$ cat config.mk
export PLATFORM = sky130hd
export DESIGN_NAME = ringosc_meas_ctrl
export DESIGN_NICKNAME = d
export VERILOG_FILES = /design/src/rtl/ringosc_meas_pkg.sv /design/src/rtl/ringosc_tap_sync.sv /design/src/rtl/ringosc_meas_ctrl.sv
export SDC_FILE = /design/constraint.sdc
export NUM_CORES = 1
export LEC_CHECK = 0
export CAP_MARGIN = 20
export CORE_AREA = 2 2 88 90
export DETAILED_ROUTE_END_ITERATION = 10
export DIE_AREA = 0 0 90 92
export PLACE_DENSITY = 0.77
export SYNTH_ARGS = -nofsm -noshare
export SYNTH_HDL_FRONTEND = slang
export SYNTH_SLANG_ARGS = --single-unit
$ cat constraint.sdc
create_clock -name clk -period 2.3 [get_ports clk]
set_clock_uncertainty 0.05 [all_clocks]
set_input_delay 0.46 -clock clk [delete_from_list [all_inputs] [get_ports clk]]
set_output_delay 0.46 -clock clk [all_outputs]
set_load 0.02 [all_outputs]
$ cat src/rtl/ringosc_meas_pkg.sv
// rtl/ringosc_meas_pkg.sv - shared state encoding and default sizing for the ring oscillator measurement controller
package ringosc_meas_pkg;

   typedef enum logic [2:0] {
      IDLE,
      SETTLE,
      MEASURE,
      STOP,
      DONE
   } meas_state_t;

   localparam int DEF_WINDOW_W      = 16;
   localparam int DEF_COUNT_W       = 16;
   localparam int DEF_SETTLE_CYCLES = 16;
   localparam int DEF_NTAPS         = 16;

endpackage

$ cat src/rtl/ringosc_tap_sync.sv
// rtl/ringosc_tap_sync.sv - two-flop synchronizer for one divider tap plus edge-detect flop giving a rising-edge pulse
module ringosc_tap_sync (
   input  logic clk,
   input  logic rst_n,
   input  logic tap,
   output logic rise
);

   logic meta;
   logic sync;
   logic prev;

   always_ff @(posedge clk) begin
      if (!rst_n) begin
         meta <= 1'b0;
         sync <= 1'b0;
         prev <= 1'b0;
      end else begin
         meta <= tap;
         sync <= meta;
         prev <= sync;
      end
   end

   // Built only from flop outputs, so the pulse is glitch-free for the counter.
   assign rise = sync & ~prev;

endmodule

$ cat src/rtl/ringosc_meas_ctrl.sv
// rtl/ringosc_meas_ctrl.sv - ring oscillator edge-count controller; optional autorun loop under RINGOSC_MEAS_AUTORUN_EN
module ringosc_meas_ctrl
   import ringosc_meas_pkg::*;
#(
   parameter int WINDOW_W      = DEF_WINDOW_W,
   parameter int COUNT_W       = DEF_COUNT_W,
   parameter int SETTLE_CYCLES = DEF_SETTLE_CYCLES,
   parameter int NTAPS         = DEF_NTAPS
) (
   input  logic                     clk,
   input  logic                     rst_n,
   input  logic                     start,
   input  logic                     abort,
   input  logic [WINDOW_W-1:0]      window_len,
   input  logic [$clog2(NTAPS)-1:0] tap_sel,
   input  logic [NTAPS-1:0]         div_taps,
   input  logic                     result_ack,
`ifdef RINGOSC_MEAS_AUTORUN_EN
   input  logic                     autorun,
`endif
   output logic                     ring_en,
   output logic                     div_rst_n,
   output logic                     busy,
   output logic                     result_valid,
   output logic [COUNT_W-1:0]       result,
   output logic                     overflow
);

   localparam int TAP_W    = $clog2(NTAPS);
   localparam int SETTLE_W = (SETTLE_CYCLES > 2) ? $clog2(SETTLE_CYCLES) : 1;

   meas_state_t         state;
   meas_state_t         state_n;
   logic                accept;
   logic                load_settle;
   logic [WINDOW_W-1:0] win_q;
   logic [TAP_W-1:0]    tap_q;
   logic [WINDOW_W-1:0] win_cnt;
   logic [SETTLE_W-1:0] settle_cnt;
   logic [COUNT_W-1:0]  cnt;
   logic                ovf;
   logic                tap_rise;
   logic                settle_done;
   logic                window_done;

   ringosc_tap_sync u_tap_sync (
      .clk  (clk),
      .rst_n(rst_n),
      .tap  (div_taps[tap_q]),
      .rise (tap_rise)
   );

   assign settle_done = (settle_cnt == '0);
   assign window_done = (win_cnt == WINDOW_W'(1));

   always_comb begin
      state_n     = state;
      accept      = 1'b0;
      load_settle = 1'b0;
      case (state)
         IDLE: begin
            if (start) begin
               accept      = 1'b1;
               load_settle = 1'b1;
               state_n     = SETTLE;
            end
         end
         SETTLE: begin
            if (abort)            state_n = IDLE;
            else if (settle_done) state_n = MEASURE;
         end
         MEASURE: begin
            if (abort)            state_n = IDLE;
            else if (window_done) state_n = STOP;
         end
         STOP: state_n = DONE;
         DONE: begin
            if (start) begin
               accept      = 1'b1;
               load_settle = 1'b1;
               state_n     = SETTLE;
            end else if (result_ack) begin
               state_n = IDLE;
`ifdef RINGOSC_MEAS_AUTORUN_EN
               if (autorun) begin
                  load_settle = 1'b1;
                  state_n     = SETTLE;
               end
`endif
            end
         end
         default: state_n = IDLE;
      endcase
   end

   always_ff @(posedge clk) begin
      if (!rst_n) begin
         state        <= IDLE;
         win_q        <= '0;
         tap_q        <= '0;
         win_cnt      <= '0;
         settle_cnt   <= '0;
         cnt          <= '0;
         ovf          <= 1'b0;
         ring_en      <= 1'b0;
         div_rst_n    <= 1'b0;
         busy         <= 1'b0;
         result_valid <= 1'b0;
         result       <= '0;
         overflow     <= 1'b0;
      end else begin
         state <= state_n;
         if (accept) begin
            win_q <= (window_len == '0) ? WINDOW_W'(1) : window_len;
            tap_q <= tap_sel;
         end
         if (load_settle) begin
            settle_cnt <= SETTLE_W'(SETTLE_CYCLES - 1);
            cnt        <= '0;
            ovf        <= 1'b0;
         end else if (state == SETTLE) begin
            settle_cnt <= settle_cnt - SETTLE_W'(1);
         end
         // Window reload at the end of settle also serves autorun re-entry.
         if (state == SETTLE && settle_done) win_cnt <= win_q;
         else if (state == MEASURE)          win_cnt <= win_cnt - WINDOW_W'(1);
         if (state == MEASURE && tap_rise) begin
            if (cnt == '1) ovf <= 1'b1;
            else           cnt <= cnt + COUNT_W'(1);
         end
         ring_en      <= (state == SETTLE) || (state == MEASURE);
         div_rst_n    <= (state == SETTLE) || (state == MEASURE);
         busy         <= (state == SETTLE) || (state == MEASURE) || (state == STOP);
         result_valid <= (state == DONE);
         result       <= cnt;
         overflow     <= ovf;
      end
   end

endmodule

* After elaboration in Yosys (flattened, before gate mapping)
Index checks and enable logic that the tools add are counted.
W data, S select, Z words.
** Operators by class
- Magnitude comparators :: 1
- Reductions and logical operators :: 11
- Equal/unequal tests :: 10
- Bitwise logic cells :: 2
- Muxes and demuxes :: 23
- $add $sub $neg :: 3
** Operators with widths (count)
- $mux W16 :: 6
- $mux W3 :: 7
- $add A16 B1 Y16 const B :: 1
- $eq A16 B1 Y1 const B :: 1
- $eq A16 B16 Y1 const B :: 1
- $logic_not A16 Y1 :: 1
- $sub A16 B1 Y16 const B :: 1
- $pmux W3 S5 :: 1
- $ne A3 B3 Y1 const B :: 3
- $mux W4 :: 2
- $eq A3 B2 Y1 const B :: 2
- $mux W1 :: 6
- $lt A4 B5 Y1 const B :: 1
- $bmux W1 S4 :: 1
- $logic_not A4 Y1 :: 1
- $reduce_and A4 Y1 :: 1
- $reduce_bool A2 Y1 :: 2
- $sub A4 B1 Y4 const B :: 1
- $eq A3 B1 Y1 const B :: 1
- $eq A3 B3 Y1 const B :: 1
- $logic_not A3 Y1 :: 1
- $logic_and A1 B1 Y1 :: 2
- $logic_or A1 B1 Y1 :: 2
- $ne A2 B2 Y1 const B :: 1
- 3 further kinds :: 3
** Storage, ports and cells
- Register bits after elaboration :: 83
- Output and inout port bits :: 21
- Logic and storage cells :: 65
- Input port bits :: 41

* Longest topological paths before layout
- Word-level depth :: 6
- Gate-level depth with buffers :: 7
- Depth with buffers taken out :: 6

* Hierarchy
From an unflattened synthesis, not the netlist that was laid out.
** Unflattened totals
- Cell total of the unflattened synthesis :: 418
- Area total of the unflattened synthesis :: 3748.6 um^2
** Modules (own cells, without submodules)
- ringosc_meas_ctrl :: area an instance 3656.0 um^2, instances 1, cells each 411
- ringosc_tap_sync :: area an instance 92.6 um^2, instances 1, cells each 7

* Worst setup path before layout
OpenSTA, ideal clock, no wires.
- Path type :: register to register
- Start :: register state[0]
- End :: register cnt[8]
- Clock period less this slack :: 2005 ps
- Library setup time :: 71 ps
- Cell stages (with the launch flop) :: 6
- Data arrival time :: 1884 ps
- Buffers on the path :: 1
- Slack :: 295 ps
- Cell sequence :: dfxtp_1 buf_6 or3b_4 or4_4 or4_1 a21oi_1
** Between the ends
- Cells in the longest elaborated chain, start to end :: 6
- Elaborated cells on any way between the ends :: 9
- Classes of those cells :: 2 x eq/ne; 4 x mux; 3 x reduce/logical
** Ends and longest elaborated chain
- start, declared :: RTL line ringosc_meas_ctrl.sv:32 : meas_state_t state;
- start signal, assigned :: RTL line ringosc_meas_ctrl.sv:112 : state <= state_n;
- $eq A3 B3 Y1 / $logic_not A3 Y1 (equally long branches) :: RTL line ringosc_meas_ctrl.sv:60 : case (state)
- $reduce_or A2 Y1 (no line)
- $mux W1
- $mux W16 :: RTL line ringosc_meas_ctrl.sv:117 : if (load_settle) begin
- $mux W16 :: RTL line ringosc_meas_ctrl.sv:128 : if (cnt == '1) ovf <= 1'b1;
- $mux W16 (*) :: RTL line ringosc_meas_ctrl.sv:127 : if (state == MEASURE && tap_rise) begin
- end signal, assigned :: RTL line ringosc_meas_ctrl.sv:129 : else cnt <= cnt + COUNT_W'(1);
- end, declared :: RTL line ringosc_meas_ctrl.sv:40 : logic [COUNT_W-1:0] cnt;
Mark *: on every way between the ends. The rest lies on a longest branch, timed or not.
A chain may end at the register's enable or synchronous reset.

* Final worst setup path
- Start :: register cnt[6]
- End :: register cnt[15]
** Between the ends
- Cells in the longest elaborated chain, start to end :: 3
- Elaborated cells on any way between the ends :: 4
- Classes of those cells :: 1 x add/sub; 1 x eq/ne; 2 x mux
** Ends and longest elaborated chain (RTL line)
- $add A16 B1 Y16 / $eq A16 B16 Y1 (equally long branches) :: ringosc_meas_ctrl.sv:129, ringosc_meas_ctrl.sv:128
- $mux W16 (*) :: ringosc_meas_ctrl.sv:128
- $mux W16 (*) :: ringosc_meas_ctrl.sv:127
Marked as above.

==> impl_metrics.toml <==
[setup_path]
worstPathCellList = "nand4_1, or4b_1, or4_1, a21oi_1"
worst_path_largest_cell_delay_ns = 0.61
cp_num_buf_inv = 0
r2r_slack_ns = 0.26
critical_path_depth = 4
r2r_start = "cnt[6]"
path_delay_family = "simple AND/OR/NAND/NOR gates"
worstPathArrival_ns = 2.29
r2r-end = "cnt[15]"
crit_path_start_kind = "flop"
worstPathRequired_ns = 2.55
critPathKind = "flop to flop"
worstPathMaxFanout = 8
critPathCaptureType = "flop"
cp_slowest_cell = "or4b_1"
reg2reg_depth = 4

[cts]
cts_max_level = 3
clk_latency_ns = 0.37
cts_tree = "built"
path_clk_slew_ns = 0.08
cts_root_buf = "clkbuf_8"
clock_path_buffers = 2
cts_sinks = 83
cts-buffers-inserted = 9
hold_buffers = 0
post_cts_buffers = 0
ctsResizeCount = 0

[synthesis]
ys_ff_latch = 83
syn_nets = 458
netlist_area_um2 = 3700
synth_edf_count = 0
yosysWarnings = 0
synth-async-reset-ratio_pct = 0
ys_seq_area_share_pct = 44.9
synth.distinct_cells = 58
synth_flop_cell = "dfxtp_1"
syn_inst = 412
postSynthAreaPerCell_um2 = 8.97

[min_path]
min_delay_worst_endpoint = "u_tap_sync.sync"
min_path_type = "flop to flop"
holdCritStartpoint = "u_tap_sync.meta"
hold-path-cell-count = 1

[layout]
fill_cells = 645
area_growth_pct = 27.9
final_cell_mix = "dfxtp_1, clkdlybuf4s50_1, nand2_1"
fin_nets = 527
drive_gt1_share_pct = 10.5
insertedDiodeCount = 0
mostFrequentLayoutCell = "dfxtp_1"

[grt]
antenna_found_initial = 0
grt-ovfl-total = 0
grt_pass1_wl_mm = 14.6
first_global_vias = 3248
grtUsageTotal_pct = 21.4
grt_max_degree = 30

[routing]
viasPerCell = 5.83
drtIter0Drc = 288
firstDrtPassIters = 5
vias = 3424
wl_per_cell_um = 14.7
routed_wl_mm = 8.63
drc = 0
ant_nets = 0

[run]
cap_violations = 0

[die]
coreArea_um2 = 7450
die_w_um = 90
die_h_um = 92
start_util_pct = 49.6
die_area_um2 = 8280
fp-row-count = 32
io_pins = 62

[placed_design]
port_buffers = 61
dp_hpwl_mm = 5.96
gp_congestion = 0.893

[sta]
slew_viol_final = 0
max_freq_mhz = 489
setup_viol = 0
min_period_ns = 2.04
final_hold_viol_count = 0
tns_ns = 0
rsz0062_at_grt = "false"
slew_headroom_pct = 56.9
period_share_pct = 88.9
worst_pin_slew_ns = 0.640

[power_and_ir_drop]
pwr_density_cell_nw_per_um2 = 657
finalPower_mw = 3.11
vdd_drop_max_uv = 370
leakagePower_nw = 1.66

[status]
status = "completed"
==> cell usage after synthesis (all sizes together) (4+ instances only) <==
library cell / number / area [um2]
dfxtp: 83 / 1660
nand2: 60 / 225
a21oi: 44 / 220
and2: 20 / 125
clkbuf: 18 / 67.6
nor2: 16 / 60.1
nand3: 15 / 75.1
or3: 14 / 87.6
nand4: 8 / 50.1
nor4: 8 / 62.6
o211ai: 8 / 60.1
or4: 8 / 63.8
mux2i: 7 / 70.1
a31oi: 6 / 37.5
buf: 6 / 38.8
ha: 5 / 62.6
inv: 5 / 18.8
mux4: 5 / 113
nor3: 5 / 25.0
nor3b: 5 / 42.5
o21ai: 5 / 25.0
o311ai: 5 / 43.8
and3: 4 / 25.0
nand2b: 4 / 25.0
o2bb2a: 4 / 40.0
o31ai: 4 / 30.0
or3b: 4 / 37.5
==> cell type report <==
type	instances	area, um2	share of cell area [%]
repair buffers	82	781	16.5
inverters	5	18.8	0.397
flip-flops and latches	83	1660	35.1
clock buffers	11	151	3.20
well taps	102	128	2.70
clock inverters	4	73.8	1.56
multi-input cells	300	1920	40.5
==> flip-flops by register name, indices dropped and copies added (netlist names), 3 cells and up <==
| register | flops |
|---|---|
| cnt | 16 |
| result | 16 |
| state | 3 |
| win_q | 16 |
| win_cnt | 16 |
| tap_q | 4 |
| settle_cnt | 4 |
==> worst max-delay path by stage <==
stage                            to          from
floorplan                    cnt[8]      state[0]
global placement    u_tap_sync.meta  div_taps[15]
detailed placement         state[0]         rst_n
CTS                         cnt[15]        cnt[6]
global route                 cnt[9]      state[0]
finish                      cnt[15]        cnt[6]
==> power by group <==
| part | switching (mW) | leakage, nW | total [mW] | internal, mW |
|---|---|---|---|---|
| sequential | 0.0385 | 0.674 | 1.53 | 1.49 |
| clock | 0.526 | 0.115 | 1.19 | 0.665 |
| combinational | 0.192 | 0.866 | 0.389 | 0.197 |
==> worst register-to-register path, delay by kind of cell (launching register included) <==
family / cells / cell delay (ns)
and+or+nand+nor: 3 / 1.32
AOI/OAI and AO/OA: 1 / 0.15
DFF: 1 / 0.45
==> cells by family (layout without fill, tap and decap cells) <==
group                      Yosys count  count (layout)  synth area share [%]
buffers and inverters               29             102                  3.38
adders and majority gates            5               5                  1.69
AOI/OAI and AO/OA                   98              98                  17.5
DFF                                 83              83                  44.9
and+or+nand+nor                    181             181                  26.6
muxes                               13              13                  5.25
xor gates and xnor gates             3               3                 0.711
==> through the flow <==
stage,utilization [%],setup slack (ns),hold WS (ns),area [um2],cells
3_3_place_gp,60.5,0.207,0.368,4500,572
3_5_place_dp,60.5,0.152,0.388,4500,572
2_1_floorplan,-,0.295,0.362,3700,412
5_1_grt,63.5,0.140,0.433,4730,587
4_1_cts,63.5,0.278,0.410,4730,587
6_report,63.5,0.256,0.398,4730,587
==> layer usage <==
metal	track usage, %	routed length (um)	vias up
met5	0	0	-
met1	27.8	3810	1632
met3	4.03	572	10
met4	9.10	138	0
li1	-	-	1661
met2	34.9	4110	121
(Power assumes the default switching activity.)
